<file path="src/rtl/jtflane_pcm_arb.sv">
// jtflane_pcm_arb: four one-byte tagged PCM ROM caches sharing one sample-ROM port, misses served round-robin
// Define JTFLANE_PCM_ARB_STATS_EN to add saturating miss_cnt/hit_cnt outputs.
module jtflane_pcm_arb #(
  parameter int AW = 19,
  parameter int DW = 8
) (
  input  logic            clk,
  input  logic            rstn,
  input  logic            flush,
  input  logic [3:0]      ch_cs,
  input  logic [4*AW-1:0] ch_addr,
  output logic [4*DW-1:0] ch_dout,
  output logic [3:0]      ch_ok,
  output logic            rom_cs,
  output logic [AW+1:0]   rom_addr,
  input  logic [DW-1:0]   rom_data,
  input  logic            rom_ok
`ifdef JTFLANE_PCM_ARB_STATS_EN
  ,
  output logic [15:0]     miss_cnt,
  output logic [15:0]     hit_cnt
`endif
);
  typedef enum logic [1:0] {IDLE, REQ, WAIT} state_t;
  state_t st, st_nx;
  logic [AW-1:0] addr [4];
  logic [AW-1:0] tag [4];
  logic [DW-1:0] data [4];
  logic [3:0] valid, hit, pend;
  logic [1:0] last, gnt, sel;
  logic discard, done;

  for (genvar i = 0; i < 4; i++) begin : g_ch
    assign addr[i] = ch_addr[i*AW +: AW];
    assign hit[i] = valid[i] && tag[i] == addr[i];
    assign ch_ok[i] = ch_cs[i] && hit[i];
    assign pend[i] = ch_cs[i] && !hit[i];
    assign ch_dout[i*DW +: DW] = data[i];
  end

  // scan from last+1 upward; the nearest pending channel is assigned last
  always_comb begin
    gnt = last;
    for (int k = 4; k >= 1; k--)
      if (pend[last + 2'(k)]) gnt = last + 2'(k);
  end

  always_comb st_nx = st == IDLE ? (|pend ? REQ : IDLE) : st == REQ ? WAIT : rom_ok ? IDLE : WAIT;

  assign rom_cs = st != IDLE;
  assign done = st == WAIT && rom_ok;
  assign sel = rom_addr[AW +: 2];

  always_ff @(posedge clk or negedge rstn)
    if (!rstn) begin
      st <= IDLE;
      last <= 2'd3;
      rom_addr <= '0;
      valid <= '0;
      discard <= 1'b0;
      for (int k = 0; k < 4; k++) begin
        tag[k] <= '0;
        data[k] <= '0;
      end
    end else begin
      st <= st_nx;
      if (st == IDLE && |pend) begin
        rom_addr <= {gnt, addr[gnt]};
        discard <= 1'b0;
      end
      if (flush && rom_cs) discard <= 1'b1;
      if (done) last <= sel;
      if (done && !flush && !discard) begin
        tag[sel] <= rom_addr[AW-1:0];
        data[sel] <= rom_data;
        valid[sel] <= 1'b1;
      end
      if (flush) valid <= '0;
    end

`ifdef JTFLANE_PCM_ARB_STATS_EN
  logic [AW-1:0] prev [4];
  logic new_hit;

  always_comb begin
    new_hit = 1'b0;
    for (int k = 0; k < 4; k++) new_hit = new_hit | (ch_ok[k] && addr[k] != prev[k]);
  end

  always_ff @(posedge clk or negedge rstn)
    if (!rstn) begin
      miss_cnt <= '0;
      hit_cnt <= '0;
      for (int k = 0; k < 4; k++) prev[k] <= '0;
    end else begin
      for (int k = 0; k < 4; k++) prev[k] <= addr[k];
      if (done && ~&miss_cnt) miss_cnt <= miss_cnt + 16'd1;
      if (new_hit && ~&hit_cnt) hit_cnt <= hit_cnt + 16'd1;
    end
`endif
endmodule

</file>
<file path="config.mk">
export PLATFORM = sky130hd
export DESIGN_NAME = jtflane_pcm_arb
export DESIGN_NICKNAME = d
export VERILOG_FILES = /design/src/rtl/jtflane_pcm_arb.sv
export SDC_FILE = /design/constraint.sdc
export NUM_CORES = 1
export LEC_CHECK = 0
export ABC_AREA = 0
export BUFFER_PORTS_ARGS = -buffer_cell sky130_fd_sc_hd__clkbuf_2
export CELL_PAD_IN_SITES_DETAIL_PLACEMENT = 0
export CELL_PAD_IN_SITES_GLOBAL_PLACEMENT = 1
export CORE_ASPECT_RATIO = 0.8
export CORE_MARGIN = 8
export CORE_UTILIZATION = 41
export DETAILED_ROUTE_END_ITERATION = 10
export PLACE_DENSITY_LB_ADDON = 0.1
export SYNTH_ARGS = -nofsm -noshare
export SYNTH_HDL_FRONTEND = slang
export SYNTH_SLANG_ARGS = --single-unit
</file>
<file path="constraint.sdc">
create_clock -name clk -period 2.9 [get_ports clk]
set_input_delay 0.29 -clock clk [delete_from_list [all_inputs] [get_ports clk]]
set_output_delay 0.29 -clock clk [all_outputs]
set_load 0.01 [all_outputs]
</file>
# Word-level counts from Yosys, hierarchy flattened
# Cells that the tools add are included.
classes:
  muxes: 28
  n_div: 0
  reduce_logical: 30
  n_mul: 0
  n_addsub: 3
  order_cmp: 8
  bitwise: 3
  shift: 0
  n_eq_ne: 6
ops:
  columns: ["cell", "count"]
  rows:
  - ["76-bit bitwise mux", 1]
  - ["19-bit equality test", 4]
  - ["19-bit 2-to-1 mux", 3]
  - ["19-bit binary-select mux with 2-bit select", 1]
  - ["19-bit demux with 2-bit select", 1]
  - ["32-bit bitwise mux", 1]
  - ["1-bit logical AND", 19]
  - ["8-bit demux with 2-bit select", 1]
  - ["2-bit by 3-bit < comparator with 1-bit output (second input constant)", 4]
  - ["2-bit 2-to-1 mux", 6]
  - ["4-bit 2-to-1 mux", 2]
  - ["8-bit 2-to-1 mux", 1]
  - ["1-bit 2-to-1 mux", 7]
  - ["1-bit binary-select mux with 2-bit select", 3]
  - ["3-bit >= comparator (second input constant)", 2]
  - ["1-bit zero test", 6]
  - ["2-bit NOT with 3-bit output", 2]
  - ["2-bit nonzero test", 3]
  - ["2-bit adder (second input constant)", 2]
  - ["4-bit OR", 1]
  - ["4-bit OR reduction", 1]
  - ["3-bit by 1-bit < comparator with 1-bit output (second input constant)", 1]
  - ["2-bit by 1-bit adder with 2-bit output (second input constant)", 1]
  - ["1-bit demux with 2-bit select", 1]
  - ["other kinds (4)", 4]
word_totals:
  mem_bits_ro: 0
  ramBits: 0
  latchBits: 0
  elab_cells: 91
  input_bits: 92
  ff_bits: 138
  output_inout_bits: 58
  mem_count: 0

# Depth between registers and ports, before layout
# Gate-level depths: netlist of run 1.
logic_depth:
  ltp_word: 13
  mapped_depth: 11
  ltp_nobuf: 8

# Worst setup path before layout of run 1
# Ideal clock, no wire load.
synth_timing:
  path_type: "flip-flop to flip-flop"
  start: "register tag[55] in the netlist's numbering"
  end: "register rom_addr[10]"
  slack_ns: 0.422
  t_required_ns: 2.758
  t_arrival_ns: 2.335
  path_buffers: 3
  setup_ns: 0.142
  stages_incl_launch_ff: 12
  synth_period_minus_slack_ns: 2.478
  path_cell_list: "dfrtp_1 > xor2_1 > nor4_1 > nand3_1 > o31a_1 > a2bb2o_4 > a211o_1 > buf_2 > buf_6 > buf_6 > mux2i_1 > o221ai_1"
synth_between:
  elab_chain_len: 13
  elab_cells_between_ends: 19
  classes_between: "1 x eq/ne; 12 x mux; 1 x bitwise; 5 x reduce/logical"
synth_rtl:
  columns: ["item", "line_no", "text"]
  rows:
  - ["from (decl)", "27", "logic [AW-1:0] tag [4];"]
  - ["from (signal, indexed assignment)", "74", "tag[sel] <= rom_addr[AW-1:0];"]
  - ["19-bit equality test (*)", "35", "assign hit[i] = valid[i] && tag[i] == addr[i];"]
  - ["1-bit logical AND (*)", "35", null]
  - ["1-bit zero test (*)", "37", "assign pend[i] = ch_cs[i] && !hit[i];"]
  - ["1-bit logical AND (*)", "37", null]
  - ["1-bit binary-select mux with 2-bit select", "45", "if (pend[last + 2'(k)]) gnt = last + 2'(k);"]
  - ["1-bit 2-to-1 mux (not written as such)", "45", null]
  - ["2-bit 2-to-1 mux (3 in series)", "45", null]
  - ["2-bit NOT with 3-bit output (not written as such)", "68", "rom_addr <= {gnt, addr[gnt]};"]
  - ["19-bit binary-select mux with 2-bit select", "68", null]
  - ["19-bit 2-to-1 mux (not written as such) (2 in series)", "68", null]
  - ["to (signal assigned)", "68", null]
  - ["to (decl)", "15", "output logic [AW+1:0] rom_addr,"]
# Every way passes the cells marked *; elsewhere a longest branch is shown, timed or not. The select of a mux whose other input is x is not followed.
# A chain may end at the register's enable or synchronous reset.

# Final worst setup path of run 1
layout_timing:
  start: "register tag[48] in the netlist's numbering"
  end: "register rom_addr[0]"
# Same word-level chain as after synthesis.

==> flow_summary.json, run 1 <==
{
  "syn_avg_cell_area_sq_um": 13.16,
  "wl_per_cell_microns": 21.87,
  "tightest_slew_ns": 0.6075,
  "drc_errors": 0,
  "path_cells": "xor2_1 > nor4_2 > nand3_1 > o31a_1 > a2bb2o_4 > a211o_2 > clkbuf_16 > mux2i_1 > o221ai_1",
  "endpoint_kind": "flop",
  "cp_max_fo": 19,
  "fin_crit_sh_pct": 94.05,
  "drive_above_1_share_pct": 47.40,
  "synth_cells": 497,
  "nFillCells": 1407,
  "grt_busiest_layer": "met2",
  "antenna_cells": 0,
  "grt_max_degree": 47,
  "antenna_found_initial": 0,
  "firstDrtPassIters": 4,
  "drtAntennaViolNets": 0,
  "cpLargestDelayFamily": "compound AO/OA/AOI/OAI gates",
  "worstHoldPathType": "in2reg",
  "synth_top_area_cell": "dfrtp_1",
  "skew_ns": 0.01026,
  "port-buffer-count": 149,
  "path_clk_slew_ns": 0.06,
  "multi_input_area_sq_um": 2967,
  "cp-start-kind": "flop",
  "nets": 752,
  "regArea_sq_um": 3456,
  "utilization_pct": 52.80,
  "fin_tns_setup_ns": 0,
  "yosys_most_used_dff": "dfrtp_1",
  "die_h_microns": 129.0,
  "slew_headroom_pct": 59.50,
  "grt_usage_pct": 19.73,
  "holdPathStages": 2,
  "synth_edf_count": 0,
  "cts_made_buffers": 17,
  "cts_buffer_depth": 2,
  "crit_cells": 9,
  "yosysSeqAreaShare_pct": 52.85,
  "clk_latency_ns": 0.41,
  "gr-usage-met3_pct": 4.491,
  "ys_top_cells_by_area": "dfrtp_1 (52%), mux2_2 (19%), xor2_1 (6.0%)",
  "min_period_ns": 2.727,
  "hold_viol_final": 0,
  "gr-usage-met1_pct": 27.27,
  "grt_overflow": 0,
  "vias": 4617,
  "path_class": "reg2reg",
  "reg2regPathDepth": 9,
  "hold_ws_ns": 0.08118,
  "wirelength_mm": 19.42,
  "status": "finished, final reports clean",
  "start_util_pct": 41.65,
  "ys_ff_latch": 138,
  "dieArea_sq_um": 20270,
  "cp.buffers_inverters": 1,
  "slew_violations": 0,
  "critPathMaxStageDelay_ns": 0.40,
  "fmax_mhz": 366.6,
  "instances_no_fill": 888,
  "dp_hpwl_mm": 14.03,
  "yosys_warnings": 0,
  "use_met2_pct": 30.53,
  "synth.most_common_cell": "dfrtp_1",
  "synth_area_sq_um": 6539,
  "die_w_microns": 157.2,
  "coreArea_sq_um": 15700,
  "htreeDepth": 4,
  "cts_sinks": 138,
  "synth_top_area_share_pct": 52.05,
  "dp.cells": 854,
  "arrival_ns": 3.00,
  "ys_types": 36,
  "peakVddDrop_uv": 409.9,
  "rows": 41,
  "rsz0062_at_grt": "no",
  "cts_tree": "yes",
  "maxCapViolCount": 0,
  "synthArstFlopShare_pct": 100.0,
  "drt_iter0_markers": 247,
  "grt_pass1_vias": 4974,
  "place_congestion": 0.8100,
  "powerDensity_nw_per_um2": 1051,
  "setup_viol": 0,
  "ios": 150,
  "syn_nets": 589,
  "clk_root_buffer_cell": "clkbuf_16",
  "viasPerCell": 5.199,
  "critPathRequiredTime_ns": 3.18,
  "leakagePower_nw": 4.149,
  "syn2layout_area_growth_pct": 26.75,
  "grt_pass1_wl_mm": 29.59,
  "critPathSlowestCell": "nor4_2",
  "synth_commonest_cells": "dfrtp_1 (136), mux2_2 (111), xor2_1 (45)"
}
[power by group]
part           switching, mW  internal [mW]  total [mW]
Clock                  0.854           1.44        2.29
Combinational           1.49           1.54        3.04
Sequential             0.644           2.74        3.38
[final timing paths]
check                         endpoint  slack [ns]    start
max                        rom_addr[0]        0.17  tag[48]
min                              st[1]        0.08   rom_ok
max reg2reg                rom_addr[0]        0.17  tag[48]
min reg2reg                      st[1]        0.48    st[1]
max in group asynchronous      tag[51]        1.75     rstn
min in group asynchronous  ch_dout[12]        0.45     rstn
[flip-flops by register name (all words and copies together), names as in the netlist]
name,cells
ch_dout,32
tag,76
last,2
valid,4
discard,1
rom_addr,21
st,2
[metal layers]
layer | wire length, microns | vias to the layer above
met3 | 1188 | 11
met5 | 0 | -
met1 | 9056 | 2377
met2 | 9023 | 115
met4 | 153 | 0
li1 | - | 2114
[per-stage QoR]
stage	setup WS, ns	cell area (sq um)	total power [mW]
after floorplan	0.4224	6539	5.181
after global placement	-0.01004	7616	6.316
after detailed placement	-0.04107	7616	6.417
after CTS	0.009061	8253	8.748
after global routing	0.0002818	8288	9.242
final	0.1725	8288	8.713
[layout by cell type, fill, tap and decap left out, drive strengths merged]
master       instances
clkinvlp             2
o2bb2ai              1
a211o                1
dfstp                2
nand3b               4
o31a                 1
nor2                 6
nor3b                1
xnor2               31
o221ai              19
buf                 16
or4                  1
o31ai                1
mux2i               38
nand2b               3
or2                  2
a21boi               1
mux2               111
a31o                 1
a21bo                1
and3                 2
clkinv               8
nor4                12
nand2               23
inv                  8
o21ai                3
xor2                45
nand3                4
nor3                 4
dfrtp              136
a21oi                4
dlygate4sd3          1
nand4                8
and2b                1
a2bb2o               1
clkbuf             166
bufinv               4
[kinds of logic (layout without fill, tap and decap cells)]
kind of cell	after synthesis	count (layout)	synth area share (%)
compound gates	34	34	4.306
xor+xnor	76	76	10.18
buf+inv	29	205	2.066
flops	138	138	52.85
mux	149	149	24.93
simple gates	71	71	5.664
[worst register-to-register path: stages (launching register included)]
cell and delay (ns):
dfrtp_1 0.39, xor2_1 0.19, nor4_2 0.40, nand3_1 0.15, o31a_1 0.33, a2bb2o_4 0.22, a211o_2 0.36, clkbuf_16 0.22
mux2i_1 0.22, o221ai_1 0.12
[layout make-up]
type / instances / area share (%)
clock buffers: 17 / 5.133
clock inverters: 15 / 2.400
inverters: 7 / 0.3170
multi-input cells: 330 / 35.79
flip-flops and latches: 138 / 41.70
well taps: 215 / 3.246
repair buffers: 166 / 11.41
[repair_timing]
action / 4_1_cts / 5_1_grt
resized for setup: 1 / 3
endpoints found under the hold margin: 42 / 0
endpoints found under the setup margin: 1 / 20
hold buffers: 1 / 0
pin swaps: 0 / 2
setup buffers: 0 / 0
cloned: 0 / 1
No activity file was read; power rests on OpenSTA's default activity.
==> run 2, diff against run 1 <==
==> constraint.sdc (replaced) <==
create_clock -name clk -period 2.75 [get_ports clk]
set_input_delay 0.275 -clock clk [delete_from_list [all_inputs] [get_ports clk]]
set_output_delay 0.275 -clock clk [all_outputs]
set_load 0.01 [all_outputs]
==> flow_summary.json, run 2 (same netlist as run 1, synthesis figures left out) <==
{
  "status": "finished, final reports clean",
  "rsz0062_at_grt": "no",
  "firstDrtPassIters": 4,
  "grt_usage_pct": 19.75,
  "cts_buffer_depth": 2,
  "cp_max_fo": 6,
  "cts_made_buffers": 17,
  "viasPerCell": 5.268,
  "wl_met2_mm": 9.442,
  "top_register": "tag",
  "coreArea_sq_um": 15700,
  "setup_ws_ns": 0.04797,
  "ios": 150,
  "drtAntennaViolNets": 0,
  "wl_per_cell_microns": 22.33,
  "clk_root_buffer_cell": "clkbuf_16",
  "netSwitchingFraction_pct": 34.05,
  "grt_pass1_wl_mm": 29.66,
  "p_int_mw": 6.352,
  "powerDensity_nw_per_um2": 1127,
  "vias": 4736,
  "min_from": "rom_ok",
  "seq_power_share_pct": 37.2,
  "peakVddDrop_uv": 567.3,
  "critPathSlowestCell": "dfrtp_1",
  "setup_viol": 0,
  "antenna_cells": 0,
  "hold_viol_final": 0,
  "clk_latency_ns": 0.42,
  "wirelength_mm": 20.08,
  "min_period_ns": 2.702,
  "top_layer_used": "met4",
  "comb_power_share_pct": 37.0,
  "cp.buffers_inverters": 1,
  "cts_tree": "yes",
  "drc_errors": 0,
  "critPathMaxStageDelay_ns": 0.42,
  "largest_register_ffs": 76,
  "final_common_cell": "clkbuf_2",
  "fmax_mhz": 370.1,
  "cts_sinks": 138,
  "endpoint_kind": "flop",
  "dp_worst_setup_slack_ns": -0.1173,
  "critPathRequiredTime_ns": 3.04,
  "switching_power_mw": 3.279,
  "tightest_slew_ns": 0.6427,
  "syn2layout_area_growth_pct": 30.67,
  "place_congestion": 0.7944,
  "path_cells": "xor2_2 > nor4_4 > nand3_1 > o31a_1 > a2bb2o_4 > a211o_4 > clkbuf_16 > mux2i_4 > o221ai_2",
  "drive_above_1_share_pct": 50.73,
  "drt_iter0_markers": 207,
  "port-buffer-count": 149,
  "grt_overflow": 0,
  "skew_ns": 0.01109,
  "rr_startpoint": "tag[48]",
  "path_clk_slew_ns": 0.06,
  "startpoint": "tag[48]",
  "met3_length_mm": 1.455,
  "worstHoldPathType": "in2reg",
  "die_h_microns": 129.0,
  "slew_violations": 0,
  "htreeDepth": 4,
  "slew_headroom_pct": 56.76,
  "grt_max_degree": 51,
  "leakagePower_nw": 4.248,
  "mostFrequentLayoutCells": "clkbuf_2 (148), dfrtp_1 (136), mux2_2 (111)",
  "arrival_ns": 3.00,
  "die_w_microns": 157.2,
  "grt_pass1_vias": 5066,
  "dp_hpwl_mm": 14.50,
  "nets": 763,
  "cpLargestDelayFamily": "compound AO/OA/AOI/OAI gates",
  "maxCapViolCount": 0,
  "rows": 41,
  "start_util_pct": 41.65,
  "hold_ws_ns": 0.05406,
  "clkPwrFrac_pct": 25.9,
  "cp-start-kind": "flop",
  "fin_crit_sh_pct": 98.26,
  "antenna_found_initial": 0,
  "path_class": "reg2reg",
  "dieArea_sq_um": 20270,
  "met1_length_mm": 8.913
}
run 2: path summary, 6_finish.rpt:
check	depth (start not counted)	slack [ns]	to
max	9	0.05	rom_addr[2]
min	2	0.05	st[1]
max reg2reg	9	0.05	rom_addr[2]
min reg2reg	1	0.48	st[1]
max in group asynchronous	3	1.52	last[0]
min in group asynchronous	2	0.41	ch_dout[6]
run 2: power groups by stage:
stage | Combinational [mW] | Clock (mW) | Sequential (mW)
final | 3.56 | 2.49 | 3.58
after global routing | 3.81 | 2.62 | 3.70
after CTS | 3.26 | 2.53 | 3.57
after detailed placement | 3.23 | 0 | 3.60
after global placement | 3.16 | 0 | 3.55
after floorplan | 1.87 | 0 | 3.59
run 2: area by class of cell:
class	instances	area, sq um
multi-input combinational	330	3094
clock buffer	18	439.2
sequential	138	3456
inverter	7	26.28
clock inverter	14	201.4
tap	215	269.0
fill	1388	7153
timing repair buffer	177	1059
run 2: metrics by stage:
stage | setup TNS [ns] | area (sq um) | total power [mW] | std cells | utilization, %
floorplan | 0 | 6539 | 5.464 | 497 | -
global placement | 0 | 7656 | 6.704 | 861 | 48.77
detailed placement | -0.3788 | 7656 | 6.835 | 861 | 48.77
CTS | 0 | 8317 | 9.359 | 894 | 52.98
global route | 0 | 8544 | 10.12 | 899 | 54.43
finish | 0 | 8544 | 9.632 | 899 | 54.43
run 2: timing repair:
action	4_1_cts	5_1_grt
gates cloned	0	4
resized for setup	2	24
hold buffers	1	0
hold endpoints to repair	40	0
setup endpoints to repair	10	21
pin swaps	1	12
buffers inserted	0	1
run 2: layer usage:
metal  GRT usage (%)  up-vias
met2           31.17      157
met1           25.75     2427
met4           6.648        0
met5               0        -
li1                -     2134
met3           5.563       18
==> run 3, diff against run 2 <==
--- a/config.mk
+++ b/config.mk
@@ -10,10 +10,11 @@
 export CELL_PAD_IN_SITES_DETAIL_PLACEMENT = 0
 export CELL_PAD_IN_SITES_GLOBAL_PLACEMENT = 1
 export CORE_ASPECT_RATIO = 0.8
-export CORE_MARGIN = 8
+export CORE_MARGIN = 2
 export CORE_UTILIZATION = 41
 export DETAILED_ROUTE_END_ITERATION = 10
 export PLACE_DENSITY_LB_ADDON = 0.1
+export SLEW_MARGIN = 0
 export SYNTH_ARGS = -nofsm -noshare
 export SYNTH_HDL_FRONTEND = slang
 export SYNTH_SLANG_ARGS = --single-unit
==> flow_summary.json, run 3 (same netlist as run 1, synthesis figures left out) <==
{
  "firstDrtPassIters": 5,
  "viasPerCell": 5.196,
  "path_clk_slew_ns": 0.06,
  "critPathMaxStageDelay_ns": 0.41,
  "min_from": "rom_ok",
  "largest_register_ffs": 76,
  "place_congestion": 0.8231,
  "slew_violations": 0,
  "switching_power_mw": 3.163,
  "peakVddDrop_uv": 419.1,
  "tightest_slew_ns": 0.7214,
  "power_mw": 9.229,
  "comb_power_share_pct": 36.9,
  "reg2regPathDepth": 9,
  "dieArea_sq_um": 16980,
  "clkPwrFrac_pct": 24.2,
  "die_w_microns": 145.2,
  "hold_viol_final": 0,
  "clk_root_buffer_cell": "clkbuf_16",
  "wirelength_mm": 18.95,
  "clk_latency_ns": 0.42,
  "cp.buffers_inverters": 1,
  "die_h_microns": 117.0,
  "htreeDepth": 4,
  "leakagePower_nw": 4.191,
  "cpLargestDelayFamily": "compound AO/OA/AOI/OAI gates",
  "cts_made_buffers": 17,
  "rows": 41,
  "setup_viol": 0,
  "cts_tree": "yes",
  "cts_sinks": 138,
  "hold_ws_ns": 0.06582,
  "fmax_mhz": 377.0,
  "ios": 150,
  "drc_errors": 0,
  "fin_tns_setup_ns": 0,
  "drive_above_1_share_pct": 48.38,
  "min_period_ns": 2.653,
  "grt_pass1_wl_mm": 28.67,
  "coreArea_sq_um": 15700,
  "netSwitchingFraction_pct": 34.28,
  "syn2layout_area_growth_pct": 28.24,
  "hold_path_end": "st[1]",
  "cp_max_fo": 10,
  "grt_usage_pct": 22.77,
  "grt_pass1_vias": 4910,
  "top_register": "tag",
  "vias": 4650,
  "cp-start-kind": "flop",
  "critPathSlowestCell": "dfrtp_1",
  "p_int_mw": 6.065,
  "maxCapViolCount": 0,
  "wl_per_cell_microns": 21.17,
  "rsz0062_at_grt": "no",
  "holdPathStages": 2,
  "port-buffer-count": 149,
  "mostFrequentLayoutCells": "clkbuf_2 (148), dfrtp_1 (136), mux2_2 (111)",
  "slew_headroom_pct": 51.90,
  "path_cells": "xor2_2 > nor4_4 > nand3_1 > o31a_1 > a2bb2o_4 > a211o_4 > buf_12 > mux2i_2 > o221ai_1",
  "fin_crit_sh_pct": 96.46,
  "arrival_ns": 2.93,
  "antenna_cells": 0,
  "worstHoldPathType": "in2reg",
  "antenna_found_initial": 0,
  "drtAntennaViolNets": 0,
  "drt_iter0_markers": 242,
  "status": "finished, final reports clean",
  "endpoint_kind": "flop",
  "seq_power_share_pct": 38.9,
  "r2r_slack_ns": 0.1,
  "nets": 759,
  "grt_max_degree": 54,
  "r2r-end": "rom_addr[3]",
  "critPathRequiredTime_ns": 3.03,
  "utilization_pct": 53.42,
  "start_util_pct": 41.65,
  "path_class": "reg2reg",
  "grt_overflow": 0,
  "dp_hpwl_mm": 13.53,
  "cts_buffer_depth": 2,
  "powerDensity_nw_per_um2": 1101,
  "final_common_cell": "clkbuf_2",
  "skew_ns": 0.007931,
  "rr_startpoint": "tag[38]"
}
==> run 3: cell count changes in the layout (fill, tap and decap cells not counted), sizes merged <==
cell	delta
bufinv	-3
buf	-3
clkinv	-3
clkbuf	+5
==> run 3: worst max path at each step <==
stage                 from      endpoint  cells past startpoint
4_1_cts            tag[38]   rom_addr[3]                      9
6_report           tag[38]   rom_addr[3]                      9
5_1_grt            tag[38]   rom_addr[3]                      9
2_1_floorplan      tag[55]  rom_addr[10]                     11
3_5_place_dp   ch_addr[19]   rom_addr[3]                     10
3_3_place_gp   ch_addr[19]  rom_addr[12]                     10
==> run 3: repair_timing <==
item / CTS / global route
cloned: 0 / 2
hold endpoints to repair: 48 / 0
resized for setup: 1 / 11
hold buffers: 1 / 0
pin swaps: 0 / 8
setup endpoints to repair: 21 / 24
buffers inserted: 0 / 1
==> run 3: metal layers <==
layer | up-vias | GRT usage (%) | wire length, microns
li1 | 2135 | - | -
met1 | 2365 | 31.69 | 8784
met2 | 136 | 36.63 | 8799
met3 | 14 | 4.922 | 1195
met4 | 0 | 6.275 | 166
met5 | - | 0 | 0
==> run 3: through the flow <==
stage          area [sq um]  setup slack (ns)  cells
2_1_floorplan          6539            0.2724    497
3_3_place_gp           7686           -0.1088    860
3_5_place_dp           7686           -0.1026    860
4_1_cts                8277          0.007531    893
5_1_grt                8386          0.002237    895
6_report               8386           0.09724    895
==> run 3: final cells by class <==
| cell class | count | area, sq um |
|---|---|---|
| inverter | 7 | 26.28 |
| clock buffer | 24 | 481.7 |
| sequential | 138 | 3456 |
| multi-input combinational | 330 | 3019 |
| fill | 1407 | 7312 |
| tap | 215 | 269.0 |
| timing repair buffer | 173 | 1041 |
| clock inverter | 8 | 92.59 |
==> run 3: power by group through the flow <==
stage | sequential, mW | clock, mW | combinational (mW)
floorplan | 3.59 | 0 | 1.87
CTS | 3.59 | 2.27 | 3.27
finish | 3.59 | 2.24 | 3.40
global placement | 3.56 | 0 | 3.19
detailed placement | 3.61 | 0 | 3.26
global route | 3.72 | 2.37 | 3.67
==> run 3: worst reg2reg max path: stages (launching register included) <==
cell	delay, ns
dfrtp_1	0.41
xor2_2	0.18
nor4_4	0.35
nand3_1	0.15
o31a_1	0.31
a2bb2o_4	0.22
a211o_4	0.38
buf_12	0.18
mux2i_2	0.21
o221ai_1	0.14
